<file path="src/rtl/seq_multiplier.sv">
// Sequential shift-add multiplier: one partial product per clock, start/done handshake.
// Define SEQ_MULT_SIGNED_EN to add a signed_mode port for two's-complement operands.
module seq_multiplier #(
    parameter int WIDTH = 8,
    parameter int CNT_W = $clog2(WIDTH + 1)
) (
    input  logic               clk,
    input  logic               rst_n,
    input  logic               start,
    input  logic [WIDTH-1:0]   A,
    input  logic [WIDTH-1:0]   B,
`ifdef SEQ_MULT_SIGNED_EN
    input  logic               signed_mode,
`endif
    output logic               busy,
    output logic               done,
    output logic [2*WIDTH-1:0] P
);

    typedef enum logic {IDLE, RUN} state_t;

    state_t             state, state_next;
    logic [2*WIDTH-1:0] mcand, acc, addend, acc_sum;
    logic [WIDTH-1:0]   mplier, a_mag, b_mag;
    logic [CNT_W-1:0]   cnt;
    logic               neg, neg_in;
    logic               accept, last;

    assign accept = (state == IDLE) && start;
    assign last   = (state == RUN) && (cnt == CNT_W'(WIDTH - 1));
    assign busy   = (state == RUN);

    always_ff @(posedge clk or negedge rst_n) begin
        if (!rst_n) state <= IDLE;
        else        state <= state_next;
    end

    always_comb begin
        state_next = state;
        case (state)
            IDLE:    if (start) state_next = RUN;
            RUN:     if (last)  state_next = IDLE;
            default: state_next = IDLE;
        endcase
    end

    // Signed operands run through the unsigned loop as magnitudes; sign is restored at completion.
`ifdef SEQ_MULT_SIGNED_EN
    always_comb begin
        a_mag  = (signed_mode && A[WIDTH-1]) ? (~A + 1'b1) : A;
        b_mag  = (signed_mode && B[WIDTH-1]) ? (~B + 1'b1) : B;
        neg_in = signed_mode && (A[WIDTH-1] ^ B[WIDTH-1]);
    end
`else
    always_comb begin
        a_mag  = A;
        b_mag  = B;
        neg_in = 1'b0;
    end
`endif

    assign addend  = mplier[0] ? mcand : '0;
    assign acc_sum = acc + addend;

    always_ff @(posedge clk or negedge rst_n) begin
        if (!rst_n) begin
            mcand  <= '0;
            mplier <= '0;
            acc    <= '0;
            cnt    <= '0;
            neg    <= 1'b0;
            P      <= '0;
            done   <= 1'b0;
        end else begin
            done <= 1'b0;
            if (accept) begin
                mcand  <= {{WIDTH{1'b0}}, a_mag};
                mplier <= b_mag;
                acc    <= '0;
                cnt    <= '0;
                neg    <= neg_in;
            end else if (state == RUN) begin
                acc    <= acc_sum;
                mcand  <= mcand << 1;
                mplier <= mplier >> 1;
                cnt    <= cnt + 1'b1;
                // Final add and optional negation land on the same edge, so latency stays WIDTH.
                if (last) begin
                    P    <= neg ? (~acc_sum + 1'b1) : acc_sum;
                    done <= 1'b1;
                end
            end
        end
    end

endmodule

</file>
<file path="config.mk">
export PLATFORM = sky130hd
export DESIGN_NAME = seq_multiplier
export DESIGN_NICKNAME = d
export VERILOG_FILES = /design/src/rtl/seq_multiplier.sv
export SDC_FILE = /design/constraint.sdc
export NUM_CORES = 1
export LEC_CHECK = 0
export ABC_AREA = 1
export CAP_MARGIN = 10
export CORE_AREA = 10 10 99 101
export DETAILED_ROUTE_END_ITERATION = 10
export DIE_AREA = 0 0 109 111
export GPL_ROUTABILITY_DRIVEN = 0
export GPL_TIMING_DRIVEN = 1
export SYNTH_ARGS = -nofsm -noshare
export SYNTH_HDL_FRONTEND = slang
export SYNTH_SLANG_ARGS = --single-unit
</file>
<file path="constraint.sdc">
create_clock -name clk -period 2.6 [get_ports clk]
set_input_delay 0.52 -clock clk [delete_from_list [all_inputs] [get_ports clk]]
set_output_delay 0.52 -clock clk [all_outputs]
set_load 0.01 [all_outputs]
</file>
---- Yosys cells after proc, flatten, opt, wreduce, memory -nomap -nowiden ----
Index checks and enable logic that the tools add are counted.
storage, ports and cells
  register bits ........................... 62
  input port bits ......................... 19
  output and inout port bits .............. 18
  word-level logic and storage cells ...... 31
cells by class
  add/sub/neg operators ................... 2
  equality and inequality tests ........... 1
  multiplexer cells ....................... 15
  bitwise logic cells ..................... 2
  reductions and logical operators ........ 4
operator list
  cell                                                              number
  16-bit 2-to-1 mux                                                 5
  16-bit adder                                                      1
  8-bit 2-to-1 mux                                                  2
  4-bit 2-to-1 mux                                                  2
  1-bit 2-to-1 mux                                                  5
  4-bit by 1-bit adder with 4-bit output (second input constant)    1
  4-bit by 3-bit == test with 1-bit output (second input constant)  1
  3-bit AND reduction                                               1
  1-bit logical AND                                                 2
  1-bit inverter                                                    2
  1-bit one-hot mux with 2 select lines                             1
  2-bit nonzero test                                                1

---- Depth between registers and ports, before layout ----
  word-level depth ........................ 5
  gate-level depth with buffers ........... 14
  mapped depth without buffers ............ 13

---- Worst setup path after synthesis ----
Ideal clock, no wire load.
  kind .................................... register -> register
  start ................................... reg mplier[0]
  end ..................................... reg P[7]
  library setup time ...................... 117 ps
  arrival time ............................ 1765 ps
  required time ........................... 2483 ps
  slack ................................... 718 ps
  stages on the path, launching flop included .. 13
  path buffers ............................ 2
  period minus slack after synthesis ...... 1882 ps
  path through ............................ dfrtp_1 > buf_2 > clkbuf_1 > nand2_1 > inv_1 > ha_1 > nand2_1 > inv_1 > a21oi_1 > nand2_1 > or2_1 > nand3_1 > nand2_1
on the way
  longest elaborated chain between the ends .. 2
ends and longest elaborated chain
  element                 line  RTL
  start, declared         24    logic [WIDTH-1:0] mplier, a_mag, b_mag;
  start signal, assigned  78    mplier <= b_mag;
  start signal, assigned  85    mplier <= mplier >> 1;
  16-bit 2-to-1 mux       62    assign addend = mplier[0] ? mcand : '0;
  16-bit adder            63    assign acc_sum = acc + addend;
  end signal, assigned    89    P <= neg ? (~acc_sum + 1'b1) : acc_sum;
  end, declared           17    output logic [2*WIDTH-1:0] P
No other way between the ends.
A chain may end at the register's enable or synchronous reset.

---- Final worst setup path ----
  start ................................... reg mplier[0]
  end ..................................... reg acc[6]
on the way
  longest elaborated chain between the ends .. 4
ends and longest elaborated chain
  element               line  RTL
  16-bit 2-to-1 mux     62
  16-bit adder          63
  16-bit 2-to-1 mux     82    end else if (state == RUN) begin
  16-bit 2-to-1 mux     76    if (accept) begin
  end signal, assigned  83    acc <= acc_sum;
  end, declared         23    logic [2*WIDTH-1:0] mcand, acc, addend, acc_sum;
No other way between the ends. The select of a mux whose other input is x is not followed.

==> results <==
- Averaged over all synthesized cells, the footprint is between 7 and 8 um^2.
- The final design instance area without fill is between 4000 and 5000 um^2.
- The setup path with the least slack is of type reg2reg.
- The final-layout fill cell count is 793.
- The worst setup path startpoint is mplier[0].
- The sort of element at the start of the critical path is a flop.
- The number of antenna violations at the first check in global routing is 0.
- Post-CTS timing repair inserted 0 buffers for setup.
- IR analysis of the VDD net gives a maximum drop of 466 uV.
- The count of endpoints failing hold in the final timing report was 0.
- The die covers approximately 12,000 um^2.
- The worst register-to-register path ends at acc[6].
- Setup repair after global routing left no endpoint under its margin.
- The number of H-tree levels is 3.
- The flow ran to the end, and the final reports show no timing, DRC or antenna violations.
- Setup violations remaining at the end of the flow were counted as 0.
- The highest metal layer carrying signal wires in the routed design is met4.
- The number of hold-repair buffers added at the cts stage is 0.
- The first detailed-routing pass took 4 iterations.
- The number of standard-cell rows in the floorplan is 33.
- The post-route netlist has between 5 and 6% of its cells at a drive strength greater than 1.
- In this run the horizontal extent of the chip is ~110 um.
- The area added between synthesis and finish is 19.2%.
- For the worst setup path, the data arrival time is 2.39 ns.
- The number of cells after detailed placement is between 500 and 600.
- The share of the clock period used by the worst path after layout is 82.9%.
- Cells fill between 50% and 60% of the core in the end.
- The placed wire-length estimate is approximately 5.7 mm.
- The worst hold slack is about 0.17 ns.
- The area share of the largest cell type after synthesis is 45.4%.
- The maximum clock frequency is between 400 and 500 MHz.
- The floorplan core area is 7970 um^2.
- The nature of the critical path endpoint is a flop.
- Setup total negative slack on the finished layout was measured at 0 ns.
- The number of global-route vias before repair is roughly 2,900.
- The first global-routing pass estimated between 10 and 15 mm of wire.
- The wire length per cell is approximately 13 um.
- The worst max-slew margin expressed relative to the limit is 61.8%.
- The final routed wirelength across all metal layers is about 7.7 mm.
- The net count of the finished layout is approximately 530.
- The clock sink count is 62.
- The required time of the critical path is between 2 and 3 ns.
- Clock tree synthesis inserted a total of 9 buffers.
- The end point of the critical path is acc[6].
- The detailed router finished its first iteration with 76 violations.
- Along the worst path, the maximum fanout reaches 17.
- When the netlist entered floorplanning its net count stood at between 400 and 500.
- Once the floorplan was initialized, standard cells occupied 42.9% of the core.
- Measured in cells, the most critical reg-to-reg path has a length of 11.
- The number of DRC violations after detailed routing is 0.
- Summed over all layers, the global routing overflow is 0.
- In the detailed route, the total length drawn on met3 is 468 um.
- The synthesis-stage register bit count is 62.
- The minimum clock period is approximately 2.2 ns.
- The total of cells resized after clock tree synthesis is 0.
- The count of different cell masters after synthesis is 29.
- The instance count of the mapped netlist is 453.
- Of all cell types, the one taking the most synthesized area is sky130_fd_sc_hd__dfrtp_1.
- In this run the cell area of the synthesized design comes to 3420 um^2.
- In the synthesized netlist the async set-or-reset flop fraction comes to between 90% and 100%.
- The worst hold path belongs to the class in2async.
- From bottom edge to top edge, the die measures 111 um.
- Entering global routing, the biggest net connects 39 pins.
- The number of cells in the finished layout apart from fillers is between 600 and 700.
- The met1 wire length is ~3.7 mm.
- The clock latency on the worst-skew pair is roughly 0.34 ns.
- The cell sitting at the root of the clock tree is a sky130_fd_sc_hd__clkbuf_8.
- For this design the ratio of total power to cell area is about 960 nW/um^2.
- The static power due to leakage is around 2.2 nW.
- The cell area after placement is just under 4000 um^2.
- The largest clock skew in the final design is ~0.008 ns.
- The number of nets with antenna violations after detailed routing is 0.
- By area the synthesized netlist is led by sky130_fd_sc_hd__dfrtp_1, sky130_fd_sc_hd__nand2_1, sky130_fd_sc_hd__inv_1, sky130_fd_sc_hd__ha_1, sky130_fd_sc_hd__nand3_1.
- The predominant post-synthesis flop cell is sky130_fd_sc_hd__dfrtp_1.
- After synthesis, flip-flops and latches occupy 45.4% of the total area.
- The met2 layer wire length in the routed design is approximately 3.4 mm.
- The worst-margin pin slew is about 0.57 ns.
- The via count of the routed design is roughly 2,800.
- Ranked by instance count, the synthesized netlist is headed by sky130_fd_sc_hd__nand2_1, sky130_fd_sc_hd__inv_1, sky130_fd_sc_hd__dfrtp_1, sky130_fd_sc_hd__nand3_1, sky130_fd_sc_hd__ha_1.
- Setup slack on the worst reg-to-reg path comes out at between 0.4 and 0.5 ns.
- In the global route stage, overall resource usage came out at between 10% and 20%.
- In this run the deepest clock path goes through 2 buffers.
- During synthesis, Yosys emitted a total of 0 warnings.
- Yosys instantiated no cell more often than sky130_fd_sc_hd__nand2_1.
- Yosys mapped a number of flops with a built-in enable equal to 0.
- The tool flagged a number of max-cap violations equal to 0.
- 0 antenna diodes ended up in the layout.
- Pin placement for this block handled 37 I/O pins.
- The clock-pin slew of the registers on the worst-case setup and hold paths is 0.07 ns.
- Using the TritonRoute via totals, the vias-per-cell ratio works out to 4.74.
- The startpoint of the worst-slack reg-to-reg timing path is mplier[0].
- The count of buffers added on input and output ports is 36.
- The TritonCTS clock tree is built.
- The max-slew violation count is 0.
[cell families (layout without fill, tap and decap cells)]
| logic type | Yosys count | count (layout) | share of synthesized area (%) |
|---|---|---|---|
| AO/OA/AOI/OAI | 42 | 42 | 7.73 |
| XOR/XNOR | 5 | 5 | 1.28 |
| AND/OR/NAND/NOR | 241 | 241 | 29.0 |
| flip-flops | 62 | 62 | 45.4 |
| adder cells (fa/ha/maj) | 17 | 17 | 6.45 |
| buffers and inverters | 86 | 129 | 10.1 |
[metrics by stage]
| step | total power, mW | setup WS, ns |
|---|---|---|
| floorplan | 2.59 | 0.718 |
| global placement | 3.10 | 0.493 |
| detailed placement | 3.14 | 0.448 |
| CTS | 3.99 | 0.427 |
| global route | 4.29 | 0.225 |
| finish | 3.92 | 0.445 |
[worst min-delay path by stage]
stage               startpoint     end  slack (ns)  cells past startpoint
finish                   rst_n    P[2]        0.17                      1
CTS                      rst_n  cnt[2]        0.18                      1
floorplan                rst_n    P[0]        0.22                      0
global route             rst_n  cnt[2]        0.20                      1
detailed placement        P[2]    P[2]        0.46                      2
global placement          P[2]    P[2]        0.46                      2
[layout by cell type (no fill, tap or decap), drive strengths merged, types with 2 or more instances in the layout]
cell,Yosys,layout
clkdlybuf4s50,0,35
ha,16,16
inv,73,73
nand3,31,31
nand3b,4,4
nand2,182,182
o22ai,7,7
or2,5,5
o221ai,6,6
buf,10,6
a21oi,8,8
clkinv,0,2
o21ai,13,13
xor2,4,4
dfrtp,62,62
nor2,14,14
clkbuf,3,11
o211ai,5,5
nor3,3,3
a22o,2,2
[cell type report]
| cell class | instances | area [um^2] | area share [%] |
|---|---|---|---|
| Clock buffer | 11 | 141 | 3.47 |
| Clock inverter | 4 | 47.5 | 1.17 |
| Inverter | 73 | 274 | 6.73 |
| Multi-Input combinational cell | 305 | 1520 | 37.3 |
| Sequential cell | 62 | 1550 | 38.1 |
| Tap cell | 105 | 131 | 3.23 |
| Timing Repair Buffer | 41 | 405 | 9.96 |
[metal layers]
metal  vias up  GRT usage [%]
li1       1500              -
met1      1286           18.5
met2        58           21.1
met3         5           4.88
met4         0           3.69
met5         -              0
[critical path, stage by stage (launching register included)]
cell and delay [ns]:
sky130_fd_sc_hd__dfrtp_1 0.55, sky130_fd_sc_hd__nand2_1 0.12, sky130_fd_sc_hd__inv_1 0.05, sky130_fd_sc_hd__ha_1 0.20, sky130_fd_sc_hd__fa_1 0.40, sky130_fd_sc_hd__nand2_1 0.09, sky130_fd_sc_hd__nand2_1 0.08, sky130_fd_sc_hd__nand3b_1 0.08
sky130_fd_sc_hd__nand2_1 0.11, sky130_fd_sc_hd__or2_1 0.24, sky130_fd_sc_hd__nand3_1 0.07, sky130_fd_sc_hd__nand2_1 0.05
[power by group]
| part | total (mW) | switching (mW) | leakage, nW | internal [mW] |
|---|---|---|---|---|
| clock | 0.824 | 0.364 | 0.0952 | 0.460 |
| combinational | 1.51 | 0.855 | 1.33 | 0.650 |
| sequential | 1.59 | 0.256 | 0.813 | 1.33 |
[state kept, by name, indices dropped and copies added, names as in the netlist]
name and cells:
mcand 16, mplier 8, P 16, acc 16, done 1, busy 1, cnt 4
(Power assumes the default switching activity.)
